## src/rtl/fuzz_stim_sequencer.sv

```systemverilog
`default_nettype none
// ============================================================================
// Module      : fuzz_stim_sequencer
// Description : Buffers up to DEPTH stimulus vectors from a loader. On start,
//               it replays them onto the fuzz DUT input bus, holding each one
//               for HOLD cycles. It samples dut_y CAP_LAT cycles after each
//               apply and folds each sample into a rotate-XOR signature.
// Option      : FUZZ_SEQ_REPLAY_EN -- keep the buffer after a run and add a
//               'clear' input. When undefined, a run consumes the buffer.
// Revision    : 1.0 - initial release
// ============================================================================
module fuzz_stim_sequencer #(
    parameter int VEC_W   = 52,
    parameter int Y_W     = 127,
    parameter int DEPTH   = 32,
    parameter int HOLD    = 1,
    parameter int CAP_LAT = 1
) (
    input  logic                     clk,
    input  logic                     rst,
    input  logic                     wr_valid,
    output logic                     wr_ready,
    input  logic [VEC_W-1:0]         wr_data,
    input  logic                     start,
`ifdef FUZZ_SEQ_REPLAY_EN
    input  logic                     clear,
`endif
    output logic                     busy,
    output logic                     done,
    output logic [VEC_W-1:0]         dut_in,
    input  logic [Y_W-1:0]           dut_y,
    output logic [Y_W-1:0]           sig,
    output logic [$clog2(DEPTH):0]   count
);

    localparam int AW = $clog2(DEPTH);
    localparam int CW = $clog2(DEPTH) + 1;
    localparam int HW = (HOLD > 1) ? $clog2(HOLD) : 1;
    localparam logic [CW-1:0] c_DEPTH   = CW'(DEPTH);
    localparam logic [HW-1:0] c_HOLD_M1 = HW'(HOLD - 1);

    localparam logic [1:0] S_IDLE  = 2'd0;
    localparam logic [1:0] S_RUN   = 2'd1;
    localparam logic [1:0] S_DRAIN = 2'd2;

    logic [1:0]         r_state, w_state_nx;
    logic [VEC_W-1:0]   r_mem [DEPTH];
    logic [AW-1:0]      r_wptr, r_rptr;
    logic [CW-1:0]      r_count, r_nleft, r_ncap;
    logic [HW-1:0]      r_hold_cnt;
    logic [CAP_LAT-1:0] r_cap;
    logic [VEC_W-1:0]   r_dut_in;
    logic [Y_W-1:0]     r_sig;
    logic               r_busy, r_done;

    logic               w_idle, w_clear, w_wr, w_start_run, w_start_empty;
    logic               w_step, w_apply, w_apply_any, w_cap, w_finish;
    logic [CW-1:0]      w_n_start;
    logic [VEC_W-1:0]   w_first;

`ifdef FUZZ_SEQ_REPLAY_EN
    assign w_clear = clear;
`else
    assign w_clear = 1'b0;
`endif

    assign w_idle        = (r_state == S_IDLE);
    assign wr_ready      = w_idle && (r_count < c_DEPTH);
    assign w_wr          = wr_valid && wr_ready;
    // A write landing in the start cycle joins the run.
    assign w_n_start     = r_count + CW'(w_wr);
    assign w_start_run   = w_idle && start && !w_clear && (w_n_start != '0);
    assign w_start_empty = w_idle && start && !w_clear && (w_n_start == '0);
    assign w_step        = (r_state == S_RUN) && (r_hold_cnt == c_HOLD_M1);
    assign w_apply       = w_step && (r_nleft != '0);
    assign w_apply_any   = w_start_run || w_apply;
    assign w_cap         = r_cap[CAP_LAT-1];
    assign w_finish      = w_cap && (r_ncap == CW'(1));
    // An empty buffer with a same-cycle write starts from the incoming word.
    assign w_first       = (r_count == '0) ? wr_data : r_mem[r_rptr];

    assign busy   = r_busy;
    assign done   = r_done;
    assign dut_in = r_dut_in;
    assign sig    = r_sig;
    assign count  = r_count;

    // Sequencer state register.
    always_ff @(posedge clk) begin
        if (rst) r_state <= S_IDLE;
        else     r_state <= w_state_nx;
    end

    // Next-state logic. The last capture ends the run from RUN or DRAIN.
    always_comb begin
        w_state_nx = r_state;
        case (r_state)
            S_IDLE:  if (w_start_run) w_state_nx = S_RUN;
            S_RUN:   if (w_finish) w_state_nx = S_IDLE;
                     else if (w_step && (r_nleft == '0)) w_state_nx = S_DRAIN;
            S_DRAIN: if (w_finish) w_state_nx = S_IDLE;
            default: w_state_nx = S_IDLE;
        endcase
    end

    // Vector storage. It is not reset because count gates what is valid.
    always_ff @(posedge clk) begin
        if (w_wr) r_mem[r_wptr] <= wr_data;
    end

    // Capture tag pipeline. Each apply produces one capture CAP_LAT edges later.
    generate
        if (CAP_LAT == 1) begin : g_cap_one
            always_ff @(posedge clk) begin
                if (rst || w_finish) r_cap <= '0;
                else                 r_cap <= w_apply_any;
            end
        end else begin : g_cap_shift
            always_ff @(posedge clk) begin
                if (rst || w_finish) r_cap <= '0;
                else                 r_cap <= {r_cap[CAP_LAT-2:0], w_apply_any};
            end
        end
    endgenerate

    // Buffer bookkeeping, apply sequencing and signature accumulation.
    always_ff @(posedge clk) begin
        if (rst) begin
            r_wptr     <= '0;
            r_rptr     <= '0;
            r_count    <= '0;
            r_nleft    <= '0;
            r_ncap     <= '0;
            r_hold_cnt <= '0;
            r_dut_in   <= '0;
            r_sig      <= '0;
            r_busy     <= 1'b0;
            r_done     <= 1'b0;
        end else begin
            r_done <= 1'b0;
            if (w_idle) begin
                if (w_clear) begin
                    r_count <= '0;
                    r_wptr  <= '0;
                end else if (w_wr) begin
                    r_count <= r_count + CW'(1);
                    r_wptr  <= r_wptr + AW'(1);
                end
                if (w_start_run) begin
                    r_sig      <= '0;
                    r_dut_in   <= w_first;
                    r_busy     <= 1'b1;
                    r_rptr     <= AW'(1);
                    r_nleft    <= w_n_start - CW'(1);
                    r_ncap     <= w_n_start;
                    r_hold_cnt <= '0;
                end
                if (w_start_empty) begin
                    r_sig  <= '0;
                    r_done <= 1'b1;
                end
            end else begin
                if (w_step) begin
                    r_hold_cnt <= '0;
                    if (r_nleft != '0) begin
                        r_dut_in <= r_mem[r_rptr];
                        r_rptr   <= r_rptr + AW'(1);
                        r_nleft  <= r_nleft - CW'(1);
                    end else begin
                        r_dut_in <= '0;
                    end
                end else if (r_state == S_RUN) begin
                    r_hold_cnt <= r_hold_cnt + HW'(1);
                end
                if (w_cap) begin
                    r_sig  <= {r_sig[Y_W-2:0], r_sig[Y_W-1]} ^ dut_y;
                    r_ncap <= r_ncap - CW'(1);
                end
                if (w_finish) begin
                    r_busy     <= 1'b0;
                    r_done     <= 1'b1;
                    r_dut_in   <= '0;
                    r_rptr     <= '0;
                    r_hold_cnt <= '0;
`ifndef FUZZ_SEQ_REPLAY_EN
                    r_count    <= '0;
                    r_wptr     <= '0;
`endif
                end
            end
        end
    end

endmodule
`default_nettype wire

```

## config.mk

```make
export PLATFORM = sky130hd
export DESIGN_NAME = fuzz_stim_sequencer
export DESIGN_NICKNAME = d
export VERILOG_FILES = /design/src/rtl/fuzz_stim_sequencer.sv
export SDC_FILE = /design/constraint.sdc
export NUM_CORES = 2
export LEC_CHECK = 0
export BUFFER_PORTS_ARGS = -buffer_cell sky130_fd_sc_hd__buf_2
export CORE_UTILIZATION = 42
export CTS_CLUSTER_DIAMETER = 50
export DETAILED_ROUTE_END_ITERATION = 6
export PLACE_DENSITY_LB_ADDON = 0.1
export REMOVE_ABC_BUFFERS = 1
export SYNTH_ARGS = -nofsm -noshare
export SYNTH_HDL_FRONTEND = slang
export SYNTH_SLANG_ARGS = --single-unit
```

## constraint.sdc

```tcl
create_clock -name clk -period 4.38 [get_ports clk]
set_input_delay 0.219 -clock clk [delete_from_list [all_inputs] [get_ports clk]]
set_output_delay 0.219 -clock clk [all_outputs]
set_load 0.01 [all_outputs]
```

-- Word-level counts from Yosys, hierarchy flattened
Memories as Yosys holds them, arrays and structs flattened. A register that Yosys moved wholly into a read port is not among the register bits.
Cells that the tools add are included.
- eq/ne operators: 8
- reductions and logical operators: 33
- multiplexer cells: 48
- order comparisons: 1
- bitwise gates (word level): 2
- add/sub/neg operators: 8
- operator list (kind ; number):
    2-to-1 mux 127 bit ; 4
    2-to-1 mux 52 bit ; 6
    bitwise XOR 127 bit ; 1
    2-to-1 mux 6 bit ; 10
    2-to-1 mux 5 bit ; 10
    zero test 6 bit ; 3
    subtractor 6 x 1 -> 6 bit (second input constant) ; 3
    2-to-1 mux 1 bit ; 13
    AND reduction 2 bit ; 6
    nonzero test 6 bit ; 2
    adder 5 x 1 -> 5 bit (second input constant) ; 2
    logical AND 1 bit ; 9
    AND reduction 3 bit ; 3
    2-to-1 mux 2 bit ; 4
    nonzero test 2 bit ; 4
    adder 6 x 1 -> 6 bit ; 1
    adder 6 x 1 -> 6 bit (second input constant) ; 1
    == test 6 x 1 -> 1 bit (second input constant) ; 1
    < comparator 6 bit (second input constant) ; 1
    one-hot mux 2 bit (3 select lines) ; 1
    nonzero test 3 bit ; 2
    != test 2 x 1 -> 1 bit (second input constant) ; 2
    nonzero test 4 bit ; 1
    != test 3 x 1 -> 1 bit (second input constant) ; 1
    other kinds (8) ; 9
- register bits: 213
- input bits: 183
- output and inout port bits: 188
- memories: 1
- logic and storage cells: 113
- RAM bits: 1664
- memories (memory ; depth ; width ; read ports ; clocked after memory_dff ; wr ports ; line ; RTL):
    r_mem ; 32 ; 52 ; 1 ; 1 ; 1 ; 47 ; logic [VEC_W-1:0] r_mem [DEPTH];

-- Longest topological paths before layout
- word-level depth: 10
- mapped depth: 15
- depth with buffers taken out: 13

-- Least setup slack after synthesis
Ideal clock, no wire load.
- path type: register to register
- start: register r_state[0]
- end: memory r_mem[30][0], enable pin
- library setup time: 0.462 ns
- period minus slack after synthesis: 4.328 ns
- setup slack: 0.052 ns
- data required time: 3.918 ns
- data arrival time: 3.866 ns
- cell stages (with the launch flop): 8
- cells stage by stage: dfxtp_1 clkbuf_1 nor3_1 nand2_1 inv_1 clkbuf_1 nand2_1 nor2_1
- word-level cells in the longest chain between the ends: 5
- ends and longest elaborated chain (what ; line ; RTL):
    start, declared ; 46 ; logic [1:0] r_state, w_state_nx;
    start signal, assigned ; 91 ; else r_state <= w_state_nx;
    zero test 2 bit ; 67 ; assign w_idle = (r_state == S_IDLE);
    logical AND 1 bit ; 68 ; assign wr_ready = w_idle && (r_count < c_DEPTH);
    net wr_ready ; 22 ; output logic wr_ready,
    logical AND 1 bit ; 69 ; assign w_wr = wr_valid && wr_ready;
    2-to-1 mux 1 bit ; 108 ; if (w_wr) r_mem[r_wptr] <= wr_data;
    2-to-1 mux 1 bit (not written as such) ; 108 ;
    end, declared ; 47 ;
The timed path passes the listed nets, and every way through them passes these cells.

-- Worst setup path in the final report
- start: register r_state[0]
- end: register r_dut_in[22] (netlist: dut_in[22])
- word-level cells in the longest chain between the ends: 8
- elaborated cells between the ends (all ways): 13
- those cells by class: add/sub (1); eq/ne (2); mux (1); reduce/logical (9)
- ends and longest elaborated chain (what ; line ; RTL):
    zero test 2 bit ; 67 ;
    logical AND 1 bit ; 68 ;
    logical AND 1 bit ; 69 ;
    adder 6 x 1 -> 6 bit ; 71 ; assign w_n_start = r_count + CW'(w_wr);
    nonzero test 6 bit ; 72 ; assign w_start_run = w_idle && start && !w_clear && (w_n_start != '0);
    logical AND 1 bit ; 72 ;
    != test 2 x 1 -> 1 bit (no source line) ; n/a ;
    AND reduction 2 bit (no source line) ; n/a ;
    end signal, assigned ; 151 ; r_dut_in <= w_first;
    end signal, assigned ; 166 ; r_dut_in <= r_mem[r_rptr];
    end, declared ; 52 ; logic [VEC_W-1:0] r_dut_in;
Several ways; a longest one is shown, not always the timed one.
A chain may end at the register's enable or synchronous reset.

==> results.txt <==
----------------------------------------------------
[Floorplan]
  Floorplan core area ... 175000 um2
  Chip width ... 422 um
  Initial cell density of the core ... 42.5%
  Area enclosed by the die boundary ... 178000 um2
  Cell Rows ... 153
  Die outline height ... 422 um
  Boundary pin count ... 371

[Global route]
  Via count of the first global-routing pass ... 41500
  Overall overflow remaining after global route ... 0
  Largest net degree at the start of global routing ... 115
  First-pass GRT wire length ... 298000 um
  Number of antenna violations at the first check in global routing ... 11
  Total global routing track utilization ... 22.9%

[CTS]
  TritonCTS sink count ... 1882
  CTS root buffer ... clkbuf_16
  CTS buffer count ... 203
  Max clock buf depth ... 3
  Latest clock arrival within the worst-skew pair ... 0.83 ns
  H-tree level count ... 4
  Clock tree from TritonCTS ... done
  Clock input transition at the sequential cells of the worst setup and hold paths ... 0.06 ns

[Yosys]
  Fraction of synthesized cell area taken by the top area cell type ... 67.3%
  Post-synth EDFFs ... 1664
  Leading post-synthesis cells by instance count ... edfxtp_1, mux2i_1, nor2_1
  Syn. warnings ... 0
  Most frequently used cell type in the post-synthesis netlist ... edfxtp_1
  Post-synth ARST share ... 0%
  Distinct cell type count of the synthesized netlist ... 63
  Share of the yosys chip area belonging to registers ... 73.2%
  Area contributors post-synth ... edfxtp_1, mux2i_1, dfxtp_1
  Average footprint of a synthesized cell ... 17.7 um2
  Area of the mapped netlist ... 74200 um2
  Yosys top cell by area ... edfxtp_1
  Flip-flop cell with the highest count after synthesis ... edfxtp_1
  Count of mapped cells out of synthesis ... 4190
  Flop and latch count out of synthesis ... 1882

[STA]
  Maximum operating frequency ... 250 MHz
  Final clock skew ... 0.0229 ns
  Final number of hold-violating endpoints ... 3
  Max-slew violations ... 0
  Transition time of the tightest slew-check pin ... 1.08 ns
  Final worst hold slack ... -0.0134 ns
  Unrepaired setup endpoints after global routing ... no
  Final setup violation count ... 0
  Max transition margin ... 28.0%
  Post-layout minimum cycle time ... 3.99 ns
  Period utilization ... 91.2%
  Least setup slack across all paths after layout ... 0.386 ns

[Power]
  Leak Pwr ... 0.0291 uW
  Worst vdd rail ir drop ... 0.348 mV
  Post-layout power ... 46600 uW
  Power per Cell Area ... 530 nW/um2

[Min path]
  HP Start ... rst
  Worst Hold End ... sig[104]$_SDFFE_PP0P_
  Depth of the worst hold-timing path ... 2
  Class of the most critical hold timing path ... in -> reg

[Worst setup path]
  Critical path start-end classification ... reg -> reg
  R2r endpoint ... dut_in[22]$_SDFFE_PP0P_
  Worst reg2reg path startpoint ... r_state[0]$_SDFFE_PP0P_
  Register-to-register setup slack ... 0.39 ns
  Crit path capture type ... flip-flop
  Worst R2R Path Depth ... 11
  WP data required ... 5.11 ns
  Worst-path maximum fanout ... 19
  Startpoint kind of the worst setup timing path ... flip-flop
  Data arrival, critical path ... 4.72 ns

[Run status]
  Failing checks ... hold timing
  Run status ... complete, but fails checks

[Drt]
  Via density per instance ... 5.69
  Drt pass-1 iters ... 5
  Antenna Violating Nets Remaining ... 0
  Overall routed net length ... 208000 um
  Number of DRC violations after detailed-routing iteration 0 ... 3592
  DRC errors left ... 0
  Via Count ... 41600
  Mean routed wirelength per cell ... 28.5 um

[Finish]
  Area used by sequential logic in the layout ... 54300 um2
  Footprint of the multi-input gates ... 18800 um2
  Post-layout nets ... 5003
  Number of filler instances in the final layout ... 14600
  Share of cells above drive strength 1 ... 23.5%
  Final standard cell utilization of the core ... 50.3%
  Layout overhead on the synthesized area ... 18.4%

[Placement]
  Dpl hpwl ... 114000 um
  Routability-driven placement congestion ratio ... 0.785
  Count of buffers from port buffering ... 370
  Place WS ... 0.294 ns

[Flow run]
  # Max-Cap Violations ... 0

----------------------------------------------------
routing by layer:
metal	wire [um]	share of wire, %	GRT usage (%)	vias to the layer above
met1	91800	44	31.8	22000
li1	-	-	-	18200
met5	12	0.0058	0	-
met3	9320	4.5	3.12	299
met4	4590	2.2	5.60	2
met2	103000	49	38.0	1021
worst max-delay path by stage:
stage	startpoint	to	slack [ns]	cells past startpoint
finish	r_state[0]$_SDFFE_PP0P_	dut_in[22]$_SDFFE_PP0P_	0.39	11
CTS	r_state[0]$_SDFFE_PP0P_	dut_in[48]$_SDFFE_PP0P_	0.28	11
floorplan	flip-flop	dut_in[0]$_SDFFE_PP0P_	-23.20	5
global placement	r_state[0]$_SDFFE_PP0P_	dut_in[6]$_SDFFE_PP0P_	0.44	11
detailed placement	r_state[0]$_SDFFE_PP0P_	dut_in[48]$_SDFFE_PP0P_	0.29	11
global route	r_state[0]$_SDFFE_PP0P_	dut_in[11]$_SDFFE_PP0P_	0.17	11
state kept, by name, indices dropped and copies added, names as in the netlist, named ones only:
signal      flops
r_rptr          5
count           6
done            1
sig           127
r_state         2
r_cap           1
r_hold_cnt      1
dut_in         52
busy            1
r_ncap          6
r_mem        1664
r_nleft         6
r_wptr          5
layout by cell type, fill, tap and decap left out, types with 33 or more instances in the layout:
master         count
o221ai_1          33
edfxtp_1        1664
nor2_1           218
nand2_1           75
a21oi_1           63
clkbuf_16        207
a22o_1            71
mux2i_1          464
dlygate4sd3_1    181
o22ai_1           50
buf_4             94
buf_12            47
a31oi_1           38
mux2_2            98
o21ai_0           33
clkbuf_1          55
mux4_2           172
clkinv_1          36
xor2_1           131
nor2_4            34
a211o_1           33
a311oi_1          35
a221oi_1          81
buf_2            369
a22oi_1          167
dfxtp_1          213
metrics by stage:
stage               setup TNS (ns)  area, um2  cells  hold slack (ns)
floorplan                 -1507.91      72800   3910            0.287
global placement                 0      79600   6746            0.476
detailed placement               0      79600   6746            0.469
CTS                              0      87800   7304           0.0114
finish                           0      87800   7307          -0.0134
global route                     0      87800   7306           0.0262
power breakdown:
group	switching, uW	internal (uW)	leakage (uW)
sequential	490	20100	0.0168
clock	7110	9450	0.00313
combinational	5620	3750	0.00926
cell type report:
type / count / share of cell area, %
inverter: 8 / 0.0342
multi-input combinational: 2021 / 21.4
tap: 2325 / 3.31
clock inverter: 105 / 1.04
timing repair buffer: 692 / 6.06
sequential: 1882 / 61.9
clock buffer: 272 / 6.28
antenna: 2 / 0.00570
critical path: stages, from the launching register on:
cell      delay [ns]
dfxtp_1         0.39
nor3_2          0.39
nand2_1         0.15
inv_1           0.31
ha_1            0.34
nand3_1         0.12
or3_1           0.39
nand3_1         0.43
o21a_4          0.61
buf_4           0.36
nor2_1          0.07
a311oi_1        0.26
cells by family (layout without fill, tap and decap cells):
family                   after synthesis  in the layout  share of synthesized area (%)
AND/OR/NAND/NOR                      434            434                           2.58
buffers and inverters                288           1077                           1.95
flip-flops                          1882           1882                           73.2
AO/OA/AOI/OAI                        704            705                           7.48
adder cells (fa/ha/maj)               12             12                          0.202
other                                  0              2                              0
multiplexers                         734            734                           13.0
XOR/XNOR                             136            136                           1.61
what timing repair did:
action | 4_1_cts | 5_1_grt
resized for setup | 0 | 3
hold endpoints to repair | 1858 | 0
endpoints found under the setup margin | 0 | 38
hold buffers | 181 | 0
buffers inserted | 0 | 0
Note: power is estimated with default switching activity, not from simulation.
